**src/rtl/wb_stage.sv**
```systemverilog
`default_nettype none
// ============================================================================
// Module   : wb_stage
// Purpose  : RV64 writeback stage. Holds the MEM/WB register, extracts load
//            data and shares the register-file write port with one
//            long-latency unit through a one-entry buffer.
// Option   : WB_RETIRE_CNT_EN adds a 64-bit retired-instruction counter.
// Revision : 1.0  initial release
// ============================================================================
module wb_stage #(
    parameter int XLEN       = 64,
    parameter int STARVE_MAX = 4
) (
    input  logic            clk,
    input  logic            rstn,
    input  logic            valid_mem,
    input  logic            stall_mem,
    input  logic            flush_mem,
    input  logic            regwrite_mem,
    input  logic            memtoreg_mem,
    input  logic [4:0]      dst_mem,
    input  logic [2:0]      funct3_mem,
    input  logic [2:0]      addr_lo_mem,
    input  logic [XLEN-1:0] alu_res_mem,
    input  logic [XLEN-1:0] rdata_mem,
    input  logic            ll_valid,
    input  logic [4:0]      ll_dst,
    input  logic [XLEN-1:0] ll_data,
    output logic            ll_ready,
`ifdef WB_RETIRE_CNT_EN
    output logic [63:0]     retire_cnt,
`endif
    output logic            wb_stall_req,
    output logic            regwrite_wb,
    output logic [4:0]      dst_wb,
    output logic [XLEN-1:0] regwd_wb
);

    localparam int CW = 4;
    localparam logic [CW-1:0] STARVE_LIM = CW'(STARVE_MAX);

    logic            regwrite_q, regwrite_d;
    logic [4:0]      dst_q, dst_d;
    logic [XLEN-1:0] regwd_q, regwd_d;
    logic            buf_valid_q, buf_valid_d;
    logic [4:0]      buf_dst_q, buf_dst_d;
    logic [XLEN-1:0] buf_data_q, buf_data_d;
    logic [CW-1:0]   starve_q, starve_d;
    logic            stall_q, stall_d;

    logic            pipe_wr;
    logic            drain;
    logic            ll_accept;
    logic [XLEN-1:0] byte_sh, half_sh, word_sh;
    logic [XLEN-1:0] load_val;
    logic [XLEN-1:0] pipe_data;

    // A held or squashed instruction must never write, so stall and flush both gate.
    assign pipe_wr   = valid_mem & regwrite_mem & (dst_mem != 5'd0) & ~stall_mem & ~flush_mem;
    assign drain     = buf_valid_q & ~pipe_wr;
    assign ll_ready  = ~buf_valid_q | ~pipe_wr;
    assign ll_accept = ll_valid & ll_ready;

    assign byte_sh = rdata_mem >> {addr_lo_mem, 3'b000};
    assign half_sh = rdata_mem >> {addr_lo_mem[2:1], 4'b0000};
    assign word_sh = rdata_mem >> {addr_lo_mem[2], 5'b00000};

    always_comb begin
        load_val = rdata_mem;
        case (funct3_mem)
            3'b000:  load_val = {{(XLEN-8){byte_sh[7]}}, byte_sh[7:0]};
            3'b001:  load_val = {{(XLEN-16){half_sh[15]}}, half_sh[15:0]};
            3'b010:  load_val = {{(XLEN-32){word_sh[31]}}, word_sh[31:0]};
            3'b011:  load_val = rdata_mem;
            3'b100:  load_val = {{(XLEN-8){1'b0}}, byte_sh[7:0]};
            3'b101:  load_val = {{(XLEN-16){1'b0}}, half_sh[15:0]};
            3'b110:  load_val = {{(XLEN-32){1'b0}}, word_sh[31:0]};
            default: load_val = rdata_mem;
        endcase
    end

    assign pipe_data = memtoreg_mem ? load_val : alu_res_mem;

    always_comb begin
        regwrite_d  = 1'b0;
        dst_d       = dst_q;
        regwd_d     = regwd_q;
        buf_valid_d = buf_valid_q;
        buf_dst_d   = buf_dst_q;
        buf_data_d  = buf_data_q;
        starve_d    = starve_q;
        stall_d     = stall_q;

        if (pipe_wr) begin
            regwrite_d = 1'b1;
            dst_d      = dst_mem;
            regwd_d    = pipe_data;
        end else if (buf_valid_q) begin
            regwrite_d  = 1'b1;
            dst_d       = buf_dst_q;
            regwd_d     = buf_data_q;
            buf_valid_d = 1'b0;
        end

        // Accept implies the buffer is empty or draining now, so refill is safe.
        if (ll_accept) begin
            buf_valid_d = (ll_dst != 5'd0);
            if (ll_dst != 5'd0) begin
                buf_dst_d  = ll_dst;
                buf_data_d = ll_data;
            end
        end

        if (drain || !buf_valid_q) begin
            starve_d = '0;
        end else if (starve_q != STARVE_LIM) begin
            starve_d = starve_q + 1'b1;
        end

        if (drain) begin
            stall_d = 1'b0;
        end else if (buf_valid_q && (starve_d == STARVE_LIM)) begin
            stall_d = 1'b1;
        end
    end

    always_ff @(posedge clk or negedge rstn) begin
        if (!rstn) begin
            regwrite_q  <= 1'b0;
            dst_q       <= 5'd0;
            regwd_q     <= '0;
            buf_valid_q <= 1'b0;
            buf_dst_q   <= 5'd0;
            buf_data_q  <= '0;
            starve_q    <= '0;
            stall_q     <= 1'b0;
        end else begin
            regwrite_q  <= regwrite_d;
            dst_q       <= dst_d;
            regwd_q     <= regwd_d;
            buf_valid_q <= buf_valid_d;
            buf_dst_q   <= buf_dst_d;
            buf_data_q  <= buf_data_d;
            starve_q    <= starve_d;
            stall_q     <= stall_d;
        end
    end

    assign regwrite_wb  = regwrite_q;
    assign dst_wb       = dst_q;
    assign regwd_wb     = regwd_q;
    assign wb_stall_req = stall_q;

`ifdef WB_RETIRE_CNT_EN
    logic [63:0] retire_q, retire_d;

    // Counts every instruction leaving MEM, writing or not; ll results excluded.
    assign retire_d = (valid_mem & ~stall_mem & ~flush_mem) ? retire_q + 64'd1 : retire_q;

    always_ff @(posedge clk or negedge rstn) begin
        if (!rstn) begin
            retire_q <= 64'd0;
        end else begin
            retire_q <= retire_d;
        end
    end

    assign retire_cnt = retire_q;
`endif

endmodule
`default_nettype wire

```
**config.mk**
```make
export PLATFORM = sky130hd
export DESIGN_NAME = wb_stage
export DESIGN_NICKNAME = d
export VERILOG_FILES = /design/src/rtl/wb_stage.sv
export SDC_FILE = /design/constraint.sdc
export NUM_CORES = 1
export LEC_CHECK = 0
export BUFFER_PORTS_ARGS = -buffer_cell sky130_fd_sc_hd__buf_2
export CELL_PAD_IN_SITES_DETAIL_PLACEMENT = 0
export CELL_PAD_IN_SITES_GLOBAL_PLACEMENT = 1
export CORE_ASPECT_RATIO = 2
export CORE_MARGIN = 5
export CORE_UTILIZATION = 25
export DETAILED_ROUTE_END_ITERATION = 8
export PLACE_DENSITY = 0.63
export SETUP_SLACK_MARGIN = 0.2
export SLEW_MARGIN = 5
export SYNTH_ARGS = -nofsm -noshare
export SYNTH_HDL_FRONTEND = slang
export SYNTH_SLANG_ARGS = --single-unit
export TNS_END_PERCENT = 100
```
**constraint.sdc**
```tcl
create_clock -name clk -period 2.85 [get_ports clk]
set_clock_uncertainty 0.2 [all_clocks]
set_input_delay 0.855 -clock clk [delete_from_list [all_inputs] [get_ports clk]]
set_output_delay 0.855 -clock clk [all_outputs]
set_load 0.02 [all_outputs]
```
==> flow_metrics.tcl, run 1 <==
set metrics [dict create \
    syn-num-nets 988 \
    yosysWarnings 0 \
    vias 7595 \
    synth-seq-area-share_pct 42.78 \
    status "complete, but fails checks" \
    p_leak_nw 5.563 \
    combPwrFrac_pct 26.5 \
    synth.distinct_cells 46 \
    post_dp_cell_area_sq_um 10900 \
    netlist_area_sq_um 8482 \
    endpoint_kind "output pin" \
    drc 0 \
    worstPathMaxFanout 2 \
    hold_viol_final 0 \
    rows 95 \
    clock_latency_ps 450 \
    nets 1298 \
    nFillCells 3492 \
    fmax_mhz 339.6 \
    area_delta_synth_final_pct 37.00 \
    viasPerCell 4.945 \
    r2r_cells 4 \
    worst_slew_pin_slew_ps 820.0 \
    start_util_pct 25.21 \
    rsz0062_at_grt "yes" \
    die_h_um 270.5 \
    required_ps 1800 \
    die_x_um 140.2 \
    period_minus_slack_ps 2945 \
    dp_cells 1494 \
    numCtsBuffers 17 \
    fin_cells 1536 \
    dp_hpwl_um 29510 \
    cts_sinks 145 \
    multi_input_area_sq_um 4548 \
    first_iter_violations 323 \
    seq_area_sq_um 3632 \
    slew_headroom_pct 45.27 \
    p_per_area_nw_per_um2 594.7 \
    dr.pass1.iters 4 \
    crit_path_start_kind "primary input" \
    grt_pass1_vias 8276 \
    cts_buffer_depth 2 \
    synth.ff_latch_count 145 \
    cts_root_buf "clkbuf_16" \
    core_area_sq_um 33640 \
    wl_per_cell_um 24.03 \
    swShare_pct 31.10 \
    p_sw_mw 2.149 \
    postCtsHoldBufs 0 \
    cts_tree "built" \
    slew_violations 0 \
    antenna_left 0 \
    routed_wl_um 36910 \
    grt_pass1_wl_um 53680 \
    cp.arrival_ps 1890 \
    grt_max_degree 74 \
    htreeDepth 4 \
    violations "negative setup slack" \
    criticalPathCategory "primary input to output pin" \
    period_share_pct 103.3 \
    grt_use_total_pct 19.19 \
    io_buffers 287 \
    syn_inst 770 \
    path_clk_slew_ps 60 \
    top_level_ports 288 \
    p_int_mw 4.761 \
    p_clk_share_pct 36.2 \
    dieArea_sq_um 37930 \
    max-cap-violations 0 \
    stdcell_area_sq_um 11620 \
    seqPwrFrac_pct 37.4 \
    setup_ws_ps -94.85 \
    ir_drop_uv 452.7 \
    setup_viol 1 \
    syn_area_per_cell_sq_um 11.02 \
    antenna_found_initial 16 \
    power_mw 6.910 \
    grt_overflow 0 \
    gp_congestion 0.8946 \
    hold_class "primary input to async pin" \
    drive_above_1_share_pct 44.83 \
]
[cells in the final DEF, fill, tap and decap left out, types with 4 or more instances in the layout]
master and count:
clkbuf_16 17, mux2_2 5, o31ai_1 40, inv_1 5, a221oi_1 7, buf_4 56, mux4_2 17, nor3_1 4
a21oi_1 51, diode_2 7, a311o_1 16, a2bb2oi_1 5, nor2_1 57, nand3_1 5, bufinv_16 4, clkbuf_8 4
dfrtp_1 144, buf_12 17, nor2b_1 5, nand2_1 93, nand2b_1 14, o221ai_1 10, a311oi_1 16, a211oi_1 4
mux2i_1 91, mux2_4 68, o21ai_0 13, a22oi_1 4, buf_2 284
[area by class of cell]
| type | count | share of cell area (%) |
|---|---|---|
| Antenna cell | 7 | 0.1507 |
| Clock buffer | 23 | 4.199 |
| Timing Repair Buffer | 360 | 19.07 |
| Sequential cell | 145 | 31.26 |
| Multi-Input combinational cell | 551 | 39.14 |
| Tap cell | 436 | 4.695 |
| Inverter | 5 | 0.1615 |
| Clock inverter | 9 | 1.324 |
[Yosys cell counts, drive strengths merged]
| master | number | share of area [%] |
|---|---|---|
| a211oi | 4 | 0.35 |
| a21oi | 51 | 3.0 |
| a221oi | 7 | 0.72 |
| a22oi | 4 | 0.35 |
| a2bb2oi | 5 | 0.52 |
| a311o | 16 | 1.9 |
| a311oi | 16 | 1.7 |
| a31oi | 3 | 0.22 |
| a32o | 1 | 0.12 |
| a32oi | 1 | 0.10 |
| and2 | 1 | 0.074 |
| and3 | 1 | 0.074 |
| and4b | 1 | 0.12 |
| buf | 37 | 2.6 |
| clkbuf | 32 | 1.4 |
| dfrtp | 145 | 43 |
| ha | 2 | 0.29 |
| inv | 5 | 0.22 |
| mux2 | 73 | 13 |
| mux2i | 91 | 11 |
| mux4 | 17 | 4.5 |
| nand2 | 95 | 4.3 |
| nand2b | 14 | 1.0 |
| nand3 | 5 | 0.29 |
| nand3b | 1 | 0.089 |
| nand4 | 1 | 0.074 |
| nand4b | 1 | 0.10 |
| nor2 | 57 | 2.5 |
| nor2b | 6 | 0.44 |
| nor3 | 4 | 0.24 |
| nor4b | 1 | 0.10 |
| nor4bb | 1 | 0.12 |
| o211ai | 1 | 0.25 |
| o21a | 2 | 0.18 |
| o21ai | 14 | 0.83 |
| o221ai | 10 | 1.0 |
| o22ai | 1 | 0.074 |
| o31ai | 40 | 3.5 |
| or4 | 2 | 0.18 |
| xnor2 | 1 | 0.10 |
[final timing paths]
path	startpoint	to	slack [ps]
max	dst_mem[0]	ll_ready	-90
min	rstn	regwd_wb[30]	170
max reg2reg	buf_valid_q	regwd_wb[29]	780
min reg2reg	buf_data_q[5]	buf_data_q[5]	310
max in group asynchronous	rstn	buf_data_q[59]	1580
min in group clk	buf_data_q[5]	buf_data_q[5]	310
[stage by stage]
| stage | util, % | TNS, ps | hold WS (ps) | worst slack [ps] |
|---|---|---|---|---|
| final | 34.54 | -94.85 | 167.2 | -94.85 |
| after global routing | 34.53 | -108.2 | 194.4 | -108.2 |
| after CTS | 34.42 | -111.2 | 177.8 | -111.2 |
| after detailed placement | 32.39 | -19480 | 296.4 | -251.7 |
| after global placement | 32.39 | -18550 | 281.3 | -268.8 |
| after floorplan | - | 0 | 265.5 | 24.24 |
[timing repair]
item	4_1_cts	5_1_grt
pin swaps	2	2
setup endpoints to repair	1	10
gates resized for setup	6	3
setup buffers	2	1
[flip-flops by register name, summed over array words and instances, names as in the netlist]
register / cells
buf_data_q: 64
buf_dst_q: 5
buf_valid_q: 1
dst_wb: 5
regwd_wb: 64
regwrite_wb: 1
starve_q: 4
wb_stall_req: 1
[power by group through the flow]
stage	Sequential, mW	Clock, mW	Combinational, mW
floorplan	2.79	0	0.834
global placement	2.62	0	1.82
detailed placement	2.62	0	1.84
CTS	2.59	2.56	1.85
global route	2.61	2.64	1.97
finish	2.58	2.50	1.83
[routing by layer]
| layer | up-vias | share of wire, % | GRT usage [%] |
|---|---|---|---|
| li1 | 3482 | - | - |
| met1 | 3730 | 33 | 18.98 |
| met2 | 277 | 54 | 34.33 |
| met3 | 92 | 6.2 | 5.531 |
| met4 | 14 | 5.7 | 12.53 |
| met5 | - | 0.24 | 0 |
[critical path, cell delays in order]
cell and delay (ps):
buf_6 90, or4_4 530, o21a_4 240, nand2_8 60
buf_6 110
[cell families (layout without fill, tap and decap cells)]
logic type / count (synthesis) / in the layout / share of synthesized area [%]
AO/OA/AOI/OAI: 176 / 176 / 14.84
flip-flops: 145 / 145 / 42.78
XOR/XNOR: 1 / 1 / 0.1033
buffers and inverters: 74 / 397 / 4.249
AND/OR/NAND/NOR: 191 / 191 / 9.780
adder cells (fa/ha/maj): 2 / 2 / 0.2950
other: 0 / 7 / 0
multiplexers: 181 / 181 / 27.95
Note: power is estimated with default switching activity, not from simulation.
==> run 2, diff against run 1 <==
- BUFFER_PORTS_ARGS: -buffer_cell sky130_fd_sc_hd__buf_2 -> default
- CELL_PAD_IN_SITES_DETAIL_PLACEMENT: 0 -> default
- CELL_PAD_IN_SITES_GLOBAL_PLACEMENT: 1 -> default
- DONT_BUFFER_PORTS: default -> 1
- PLACE_DENSITY: 0.63 -> 0.45
==> run 2 against run 1 <==
Net effect:
- the run ends with negative hold slack left
- register-to-register slack lost 40 ps
- global-route usage shrank 1.2 points
- first-iteration DRC count shrank 9.0%
- sequential cell count is the same
- non-clock buffer count shrank 329
- final cell count shrank 22%
- power shrank 7.6%
- maximum frequency grew 5.8%
- via count shrank 18%
- clock power grew 2%
- largest power group unchanged
==> flow_metrics.tcl, run 2 (same netlist as run 1, synthesis figures left out) <==
set metrics [dict create \
    r2r_end "regwd_wb[27]" \
    r2r_cells 4 \
    dp_hpwl_um 26810 \
    cp.arrival_ps 1730 \
    max-cap-violations 0 \
    post_dp_cell_area_sq_um 9040 \
    dp_slack_ps -141.1 \
    nets 969 \
    grt_pass1_vias 6754 \
    gp_congestion 0.8248 \
    clock_latency_ps 450 \
    fmax_mhz 359.4 \
    whs_ps -93.87 \
    final_common_cell "dfrtp_1" \
    die_h_um 270.5 \
    regToRegSetupSlack_ps 740 \
    p_per_area_nw_per_um2 657.6 \
    cts_tree "built" \
    path_clk_slew_ps 60 \
    crit_path_start_kind "primary input" \
    setup_ws_ps 67.25 \
    drc 0 \
    rows 95 \
    worst_slew_pin_slew_ps 828.2 \
    grt_pass1_wl_um 49070 \
    first_iter_violations 294 \
    wl_per_cell_um 28.83 \
    cts_sinks 145 \
    drive_above_1_share_pct 20.55 \
    ir_drop_uv 439.7 \
    rsz0062_at_grt "yes" \
    period_minus_slack_ps 2783 \
    cts_buffer_depth 2 \
    stdcell_area_sq_um 9713 \
    antenna_found_initial 2 \
    viasPerCell 5.155 \
    io_buffers 0 \
    nFillCells 3483 \
    die_x_um 140.2 \
    vias 6202 \
    period_share_pct 97.64 \
    grt_overflow 0 \
    grt_use_total_pct 17.95 \
    area_delta_synth_final_pct 14.52 \
    antenna_left 0 \
    required_ps 1800 \
    dr.pass1.iters 5 \
    top_level_ports 288 \
    endpoint_kind "output pin" \
    routed_wl_um 34680 \
    r2r_start "buf_valid_q" \
    grt_max_degree 146 \
    tns_ps 0 \
    cp_cell_sequence "or4_4, o21a_4, nand2_8" \
    core_area_sq_um 33640 \
    criticalPathCategory "primary input to output pin" \
    fin_cells 1203 \
    cpMaxStageDelayCell "or4_4" \
    max_stage_delay_ps 530 \
    start_util_pct 25.21 \
    status "complete, but fails checks" \
    dieArea_sq_um 37930 \
    final_cell_mix "dfrtp_1, nand2_1, mux2i_1" \
    numCtsBuffers 17 \
    slew_headroom_pct 44.73 \
    violations "negative hold slack" \
    cp.buffers_inverters 0 \
    setup_viol 0 \
    crit_family "simple AND/OR/NAND/NOR gates" \
    p_leak_nw 4.185 \
    slew_violations 0 \
    hold_class "primary input to async pin" \
    htreeDepth 4 \
    hold_viol_final 145 \
    dp_cells 1167 \
    cts_root_buf "clkbuf_16" \
    worstPathMaxFanout 4 \
]
-- run 2: how the worst max path moves through the flow --
| stage | start | endpoint | slack [ps] | cells past startpoint |
|---|---|---|---|---|
| after global placement | stall_mem | regwd_wb[23] | -170 | 7 |
| after detailed placement | stall_mem | regwd_wb[23] | -140 | 7 |
| after floorplan | dst_mem[3] | ll_ready | 20 | 4 |
| after global routing | dst_mem[3] | ll_ready | 60 | 3 |
| after CTS | dst_mem[3] | ll_ready | 50 | 3 |
| final | dst_mem[3] | ll_ready | 70 | 3 |
-- run 2: metrics by stage --
stage / util, % / power (mW)
6_report: 28.87 / 6.387
5_1_grt: 28.87 / 6.684
4_1_cts: 28.83 / 6.497
3_5_place_dp: 26.87 / 3.895
3_3_place_gp: 26.87 / 3.881
2_1_floorplan: - / 3.628
-- run 2: cell type report --
cell class | count | area, sq um | area share [%]
Timing Repair Buffer | 31 | 332.8 | 3.427
Sequential cell | 145 | 3632 | 37.40
Tap cell | 436 | 545.5 | 5.616
Clock buffer | 23 | 467.9 | 4.818
Clock inverter | 9 | 177.7 | 1.829
Inverter | 5 | 18.77 | 0.1932
Antenna cell | 3 | 7.507 | 0.07729
Multi-Input combinational cell | 551 | 4531 | 46.64
-- run 2: what timing repair did --
action | in CTS | in global routing
pin swaps | 1 | 1
hold endpoints to repair | 145 | 145
gates resized for setup | 1 | 1
endpoints found under the setup margin | 1 | 2
buffers inserted | 1 | 0
-- run 2: per-layer routing --
metal / track usage, % / vias to the layer above / routed length (um) / share of wire (%)
met5: 0 / - / 0 / 0
met2: 32.79 / 239 / 18860 / 54
met3: 7.439 / 45 / 3182 / 9.2
li1: - / 2818 / - / -
met4: 8.857 / 0 / 1525 / 4.4
met1: 16.96 / 3100 / 11110 / 32
-- run 2: worst reg2reg max path: stages, from the launching register on --
cell and delay [ps]:
dfrtp_4 730, buf_4 430, mux2i_1 250, nor2_1 70, a311o_1 320
-- run 2: report_power, final --
part / internal, mW / total [mW] / switching, mW
logic: 0.545 / 0.949 / 0.404
clock network: 1.60 / 2.55 / 0.944
registers: 2.37 / 2.89 / 0.522
==> run 3, diff against run 2 <==
- CORE_MARGIN: 5 -> default
- SETUP_SLACK_MARGIN: 0.2 -> default
==> run 3 against run 2 <==
Net effect:
- utilization decreased by 0.11 points
- final area is 0.73% lower
- die area down 8.5%
- maximum frequency shrank 1.3%
- sequential share of layout area rose by 0.28 points
- largest cell class unchanged
- global-route usage grew 1.1 points
- the run still ends with negative hold slack left
- hold slack worse by 6.0 ps
- power fell by 1.9%
- first-iteration DRC count up 13%
- critical path type unchanged
- largest power group unchanged
- final cell count decreased by 0.50%
- sequential power about the same
==> flow_metrics.tcl, run 3 (same netlist as run 1, synthesis figures left out) <==
set metrics [dict create \
    grt_max_degree 146 \
    post_dp_cell_area_sq_um 9005 \
    cts_sinks 145 \
    drive_above_1_share_pct 20.39 \
    antenna_found_initial 1 \
    setup_viol 0 \
    fmax_mhz 354.6 \
    cp.arrival_ps 1770 \
    clock_latency_ps 450 \
    dr.pass1.iters 5 \
    fin_cells 1197 \
    cpMaxStageDelayCell "or4_4" \
    grt_use_total_pct 19.08 \
    viasPerCell 5.160 \
    cts_tree "built" \
    slew_violations 0 \
    dieArea_sq_um 34710 \
    hold_class "primary input to async pin" \
    antenna_left 0 \
    dp_hpwl_um 25280 \
    endpoint_kind "output pin" \
    wl_per_cell_um 27.35 \
    power_mw 6.263 \
    criticalPathCategory "primary input to output pin" \
    tns_ps 0 \
    htreeDepth 4 \
    required_ps 1800 \
    path_clk_slew_ps 70 \
    grt_pass1_vias 6452 \
    slew_headroom_pct 45.30 \
    start_util_pct 25.30 \
    dp_slack_ps -174.5 \
    stdcell_area_sq_um 9642 \
    p_leak_nw 4.146 \
    violations "negative hold slack" \
    cp_cell_sequence "or4_4, o21a_4, nand2_8" \
    first_iter_violations 333 \
    final_cell_mix "dfrtp_1, nand2_1, mux2i_1" \
    core_area_sq_um 33520 \
    p_per_area_nw_per_um2 649.6 \
    grt_overflow 0 \
    cts_root_buf "clkbuf_16" \
    final_common_cell "dfrtp_1" \
    regToRegSetupSlack_ps 960 \
    fin_util_pct 28.76 \
    io_buffers 0 \
    gp_congestion 0.8129 \
    crit_path_start_kind "primary input" \
    numCtsBuffers 17 \
    status "complete, but fails checks" \
    ir_drop_uv 433.9 \
    die_x_um 132.2 \
    die_h_um 262.5 \
    hold_viol_final 145 \
    max-cap-violations 0 \
    period_minus_slack_ps 2820 \
    max_stage_delay_ps 540 \
    nets 965 \
    whs_ps -99.87 \
    worstPathMaxFanout 7 \
    cts_setup_buffers 0 \
    cts_buffer_depth 2 \
    vias 6177 \
    drc 0 \
    area_delta_synth_final_pct 13.67 \
    worst_slew_pin_slew_ps 819.7 \
    dp_cells 1164 \
    rsz0062_at_grt "no" \
    setup_ws_ps 29.88 \
    rows 95 \
    period_share_pct 98.95 \
    grt_pass1_wl_um 46630 \
    top_level_ports 288 \
    routed_wl_um 32730 \
]
[run 3: changes by cell type in the layout (fill, tap and decap cells not counted)]
cell,before,now
buf_4,23,20
clkbuf_1,4,1
clkinv_4,1,3
clkinvlp_4,0,2
diode_2,3,1
a311oi_1,15,16
a311oi_2,1,0
buf_12,8,7
bufinv_16,5,4
clkbuf_8,2,1
clkinv_2,2,3
[run 3: power breakdown]
part | internal [mW] | total, mW | switching [mW]
registers | 2.37 | 2.87 | 0.505
logic | 0.541 | 0.941 | 0.400
clock network | 1.49 | 2.45 | 0.960
total | 4.40 | 6.26 | 1.86
[run 3: cell type report]
class	count	area, sq um
repair buffers	27	290.3
clock inverters	13	185.2
clock buffers	19	442.9
fillers	3517	23880
inverters	5	18.77
well taps	436	545.5
flip-flops and latches	145	3632
diodes	1	2.502
multi-input cells	551	4524
[run 3: routing by layer]
metal	vias up	wire length (um)	global-route usage, %
li1	2815	-	-
met1	3084	10560	17.73
met2	237	18140	35.71
met3	41	2918	7.967
met4	0	1117	8.450
met5	-	0	0
[run 3: final timing paths]
check / from / end / cells after the start
max in group asynchronous: rstn / buf_valid_q / 0
hold reg to reg: buf_dst_q[2] / buf_dst_q[2] / 1
setup / recovery: dst_mem[3] / ll_ready / 3
hold / removal: rstn / buf_data_q[26] / 0
setup reg to reg: starve_q[0] / wb_stall_req / 7
min in group clk: buf_dst_q[2] / buf_dst_q[2] / 1
[run 3: worst max-delay path, delay by kind of cell]
kind	cells	cell delay [ps]
AOI/OAI and AO/OA	1	250
and+or+nand+nor	2	650
[run 3: repair_timing]
item | 4_1_cts | 5_1_grt
gates resized for setup | 1 | 0
setup endpoints to repair | 1 | 0
endpoints found under the hold margin | 145 | 145
